[src/rtl/gcd_div_check.sv]
// Divisibility checker for GCD results: confirms G divides both A and B by
// repeated subtraction, reporting pass/fail, a G==0 flag and both remainders.
module gcd_div_check #(
    parameter int WIDTH = 8
) (
    input  logic             clk,
    input  logic             rst,
    input  logic             in_valid,
    output logic             in_ready,
    input  logic [WIDTH-1:0] a_in,
    input  logic [WIDTH-1:0] b_in,
    input  logic [WIDTH-1:0] g_in,
    output logic             done,
    output logic             pass,
    output logic             g_zero,
    output logic [WIDTH-1:0] rem_a,
    output logic [WIDTH-1:0] rem_b
);

    typedef enum logic [1:0] {
        IDLE  = 2'd0,
        MOD_A = 2'd1,
        MOD_B = 2'd2,
        DONE  = 2'd3
    } state_t;

    state_t state;
    state_t state_next;

    logic [WIDTH-1:0] ra;
    logic [WIDTH-1:0] rb;
    logic [WIDTH-1:0] rg;

    logic             accept;
    logic             a_ge;
    logic             b_ge;
    logic             load_result;
    logic [WIDTH-1:0] res_a;
    logic [WIDTH-1:0] res_b;
    logic             res_g_zero;

    assign accept = in_valid && (state == IDLE);
    assign a_ge   = (ra >= rg);
    assign b_ge   = (rb >= rg);

    // NOTE: sequential state uses non-blocking assignments so every register
    // samples pre-edge values, independent of process ordering.
    always_ff @(posedge clk or posedge rst) begin
        if (rst) begin
            state <= IDLE;
        end else begin
            state <= state_next;
        end
    end

    // NOTE: each combinational output gets a default first so no path leaves
    // it unassigned, which would otherwise infer a latch.
    always_comb begin
        state_next = state;
        case (state)
            IDLE: begin
                if (accept) begin
                    state_next = (g_in == '0) ? DONE : MOD_A;
                end
            end
            MOD_A: begin
                if (!a_ge) begin
                    state_next = MOD_B;
                end
            end
            MOD_B: begin
                if (!b_ge) begin
                    state_next = DONE;
                end
            end
            DONE: begin
                state_next = IDLE;
            end
            default: begin
                state_next = IDLE;
            end
        endcase
    end

    always_comb begin
        in_ready = 1'b0;
        done     = 1'b0;
        case (state)
            IDLE:    in_ready = 1'b1;
            DONE:    done     = 1'b1;
            default: ;
        endcase
    end

    // Working registers: latched on accept, then reduced modulo rg in place.
    always_ff @(posedge clk or posedge rst) begin
        if (rst) begin
            ra <= '0;
            rb <= '0;
            rg <= '0;
        end else begin
            case (state)
                IDLE: begin
                    if (accept) begin
                        ra <= a_in;
                        rb <= b_in;
                        rg <= g_in;
                    end
                end
                MOD_A: begin
                    if (a_ge) begin
                        ra <= ra - rg;
                    end
                end
                MOD_B: begin
                    if (b_ge) begin
                        rb <= rb - rg;
                    end
                end
                default: ;
            endcase
        end
    end

    // Results are captured on the edge entering DONE so they are already
    // valid while done is high; G==0 short-circuits straight from IDLE.
    always_comb begin
        load_result = 1'b0;
        res_a       = ra;
        res_b       = rb;
        res_g_zero  = 1'b0;
        if (accept && (g_in == '0)) begin
            load_result = 1'b1;
            res_a       = a_in;
            res_b       = b_in;
            res_g_zero  = 1'b1;
        end else if ((state == MOD_B) && !b_ge) begin
            load_result = 1'b1;
        end
    end

    always_ff @(posedge clk or posedge rst) begin
        if (rst) begin
            rem_a  <= '0;
            rem_b  <= '0;
            pass   <= 1'b0;
            g_zero <= 1'b0;
        end else if (load_result) begin
            rem_a  <= res_a;
            rem_b  <= res_b;
            pass   <= (res_a == '0) && (res_b == '0);
            g_zero <= res_g_zero;
        end
    end

endmodule

[config.mk]
export PLATFORM = sky130hd
export DESIGN_NAME = gcd_div_check
export DESIGN_NICKNAME = d
export VERILOG_FILES = /design/src/rtl/gcd_div_check.sv
export SDC_FILE = /design/constraint.sdc
export NUM_CORES = 1
export LEC_CHECK = 0
export ABC_CLOCK_PERIOD_IN_PS = 5500
export BUFFER_PORTS_ARGS = -buffer_cell sky130_fd_sc_hd__clkbuf_2
export CORE_MARGIN = 2
export CORE_UTILIZATION = 29
export CTS_CLUSTER_SIZE = 8
export DETAILED_ROUTE_END_ITERATION = 16
export SYNTH_ARGS = -nofsm -noshare
export SYNTH_HDL_FRONTEND = slang
export SYNTH_SLANG_ARGS = --single-unit
[constraint.sdc]
create_clock -name clk -period 5.5 [get_ports clk]
set_input_delay 0.55 -clock clk [delete_from_list [all_inputs] [get_ports clk]]
set_output_delay 0.55 -clock clk [all_outputs]
set_load 0.01 [all_outputs]
Yosys cells after proc, flatten, opt, wreduce, memory -nomap -nowiden. Cells that the tools add are included.

$lt $le $gt $ge: 2. Equal/unequal tests: 8. Reductions and logical operators: 15. Add/sub/neg operators: 2. Muxes and demuxes: 18.

Operators by type and width (count): $mux 8 (6); $pmux 8 s2 (2); $logic_not 8->1 (3); $ge 8x8->1 (2); $sub 8x8->8 (2); $ne 2x2->1 const B (5); $reduce_and 3->1 (3); $mux 2 (4); $pmux 2 s4 (1); $mux 1 (5); $eq 2x2->1 const B (2); $logic_and 1x1->1 (4); $reduce_bool 2->1 (2); $eq 2x1->1 const B (1); $logic_not 2->1 (1); $reduce_and 2->1 (1); $logic_not 1->1 (1).

Word-level logic and storage cells: 53. Input bits: 27. Output and inout bits: 20. Bits in registers: 44.

Logic depth before layout (Yosys ltp).
Depth after elaboration: 6. Mapped depth: 11.

Worst setup path after synthesis. No wires, ideal clock.

Path type: flip-flop to flip-flop. Start: register rb[0]. End: register rb[2]. Period minus slack after synthesis: 2308 ps. Setup time: 125 ps. Cell stages (with the launch flop): 11. Setup slack: 3192 ps. Required time: 5375 ps. Arrival time: 2183 ps. Cells stage by stage: dfrtp_1 -> inv_1 -> ha_1 -> inv_1 -> fa_1 -> a211oi_4 -> o21ai_2 -> a41oi_2 -> buf_6 -> a21oi_4 -> mux2_4.

Word-level cells in the longest chain between the ends: 3.

Ends and longest elaborated chain: from (decl) (RTL line 31) `logic [WIDTH-1:0] rb;`; from (signal assigned) (RTL line 106) `rb <= b_in;`; from (signal assigned) (RTL line 117) `rb <= rb - rg;`; $sub 8x8->8 or $ge 8x8->1 (tied branches) (RTL line 117, 44); $mux 8 or $ne 2x2->1 (tied branches); $pmux 8 s2 or $reduce_and 3->1 (tied branches).

Parallel ways exist; a longest one is shown, timed or not. The select of a mux whose other input is x is not followed. A chain may end at the register's enable or synchronous reset.

Worst setup path in the final report.
Start: register rb[0]. End: register rb[4].

Same word-level chain as after synthesis.

==> out/metrics.yaml <==
yosysUniqueCellTypes: 58
rsz0062_at_grt: "false"
clk_pin_slew_worst_paths_ns: 0.09
antenna_found_initial: 0
crit_top_cell: "inv_1"
ys.flop_type: "dfrtp_1"
io_buffers: 46
hold_viol: 0
ys_ff_latch: 44
core_area_sq_um: 10200
cts.htree.levels: 2
yosys.area.top_type: "dfrtp_1"
drtPass1Iterations: 6
cts_tree: "built"
p_sw_mw: 1.15
clk_latency_ns: 0.30
dp_hpwl_mm: 5.88
crit_type: "flop to flop"
cp_data_arrival_time_ns: 3.04
synthTopCellsByArea: "dfrtp_1 36%, ha_1 8.6%, mux2i_1 8.6%"
postCtsSetupRepairBufs: 0
post-route-period-util_pct: 51.7
fin_tns_setup_ns: 0
num_vias: 2530
seq_area_frac_synth_pct: 36.2
die_h_microns: 106
switching_share_pct: 45.8
tightest_slew_ns: 0.875
routedWlPerCell_microns: 15.7
nets: 408
cap_violations: 0
report.final.slew_viol_count: 0
grt-ovfl-total: 0
finalWirelength_mm: 7.75
hold_path.class: "input port to asynchronous set/reset pin"
diodes: 0
grt_max_degree: 45
setup-violations-final: 0
combPwrFrac_pct: 63.5
cts_buffer_depth: 2
endpoint_kind: "flop"
cts.sinks: 44
async_reset_ff_share_pct: 100
die-area_sq_um: 11300
path_cells: "inv_1 -> ha_1 -> inv_1 -> fa_1 -> a211oi_4 -> o21ai_2 -> a41oi_2 -> a21oi_4 -> mux2_4"
seqPwrFrac_pct: 25.2
syn-cell-area_sq_um: 3040
critPathLaunchType: "flop"
grt_pass1_wl_mm: 12.6
place_congestion: 0.903
vdd_ir_drop_max_mv: 0.262
yosys_warnings: 0
slew_headroom_pct: 41.7
leakage_nw: 1.58
yosysMostFrequentCell: "dfrtp_1"
initial_core_util_pct: 29.7
drtIter0Drc: 146
rows: 37
synth.avg_cell_area_sq_um: 9.63
power_mw: 2.50
grt_pass1_vias: 2438
cp-startpoint: "rb[0]"
required_ns: 5.70
final_area_sq_um: 3500
track_usage_pct: 14.0
hold_buffers: 0
ioPinCount: 47
r2r_start: "rb[0]"
finClkSkew_ns: 0.00642
dieWidth_microns: 106
cts-buffers-inserted: 5
p_per_area_nw_per_um2: 716
viasPerCell: 5.11
slowest_delay_ns: 0.66
ant_nets: 0
synth_edf_count: 0
slowest_stage: "a41oi_2"
internal-power_mw: 1.36
pwr-share-clk_pct: 11.2
max_freq_mhz: 352
place_area_sq_um: 3370
status: "finished clean"
synth_common_cells: "44 x dfrtp_1, 35 x a21oi_1, 35 x nor2_1"
cts_root_buf: "clkbuf_8"
cts.repair.resized: 0
syn-instance-count: 316
synth_top_area_share_pct: 36.2
drc: 0
path_max_fanout: 9
area_delta_synth_final_pct: 15.0
drive_gt1_share_pct: 22.3
min_period_ns: 2.84
synth_nets: 366
## stage by stage
step	std cells	hold slack, ns	worst slack (ns)	utilization (%)
2_1_floorplan	316	0.479	3.19	-
3_3_place_gp	487	0.464	2.75	32.9
3_5_place_dp	487	0.470	2.71	32.9
4_1_cts	495	0.385	2.68	34.2
5_1_grt	495	0.423	2.51	34.2
6_report	495	0.360	2.66	34.2
## worst max-delay path, delay by kind of cell (launching register included)
family                     cells  cell delay, ns
buffers and inverters          2            0.14
muxes                          1            0.34
AOI/OAI and AO/OA              4            1.26
DFF                            1            0.40
adders and majority gates      2            0.61
## layout by cell type, fill, tap and decap left out, types with 3 or more instances in the layout
cell type,n
nand4_1,4
nor3_1,7
ha_1,21
nor2b_1,3
a31oi_1,4
o21ai_0,9
o21a_1,6
inv_1,17
nor4_1,9
mux2_2,15
clkbuf_8,7
nand3_1,4
nor2_1,35
nand2_1,14
clkbuf_2,46
and2_1,3
a21oi_1,35
mux2i_1,26
dfrtp_1,44
## per-layer routing
metal	vias to the layer above	routed length, microns	global-route usage (%)
met1	1202	3670	19.3
met2	74	3510	22.5
met5	-	0	0
met3	14	441	2.51
met4	0	131	3.99
li1	1240	-	-
## power groups by stage
stage | clock network (mW) | logic, mW | registers [mW]
3_3_place_gp | 0 | 1.55 | 0.635
3_5_place_dp | 0 | 1.58 | 0.640
6_report | 0.281 | 1.59 | 0.631
5_1_grt | 0.302 | 1.76 | 0.659
2_1_floorplan | 0 | 1.24 | 0.623
4_1_cts | 0.290 | 1.59 | 0.633
## state kept, by name, summed over array words and instances (netlist names)
| signal | flops |
|---|---|
| g_zero | 1 |
| rem_a | 8 |
| rb | 8 |
| ra | 8 |
| rg | 8 |
| state | 2 |
| rem_b | 8 |
| pass | 1 |
## final cells by class
class                      count  area [sq um]
clock buffer                   7          96.3
tap                          136           170
fill                        1062          6730
clock inverter                 1          30.0
multi-input combinational    241          1790
sequential                    44          1100
inverter                      19          71.3
timing repair buffer          47           238
## final timing paths
path,to,slack [ns],cells after the start
worst max-delay path,rb[4],2.66,9
worst min-delay path,ra[4],0.36,3
worst max register to register,rb[4],2.66,9
worst min register to register,g_zero,0.48,2
max in group asynchronous,rg[2],4.74,3
min in group clk,g_zero,0.48,2
## logic make-up after synthesis
logic type,count (synthesis),synth area share (%)
AND/OR/NAND/NOR,92,15.0
AO/OA/AOI/OAI,81,18.3
flip-flops,44,36.2
multiplexers,43,15.1
buffers and inverters,31,4.94
adder cells (fa/ha/maj),23,9.95
XOR/XNOR,2,0.576
Power figures use the tool's default switching activity.
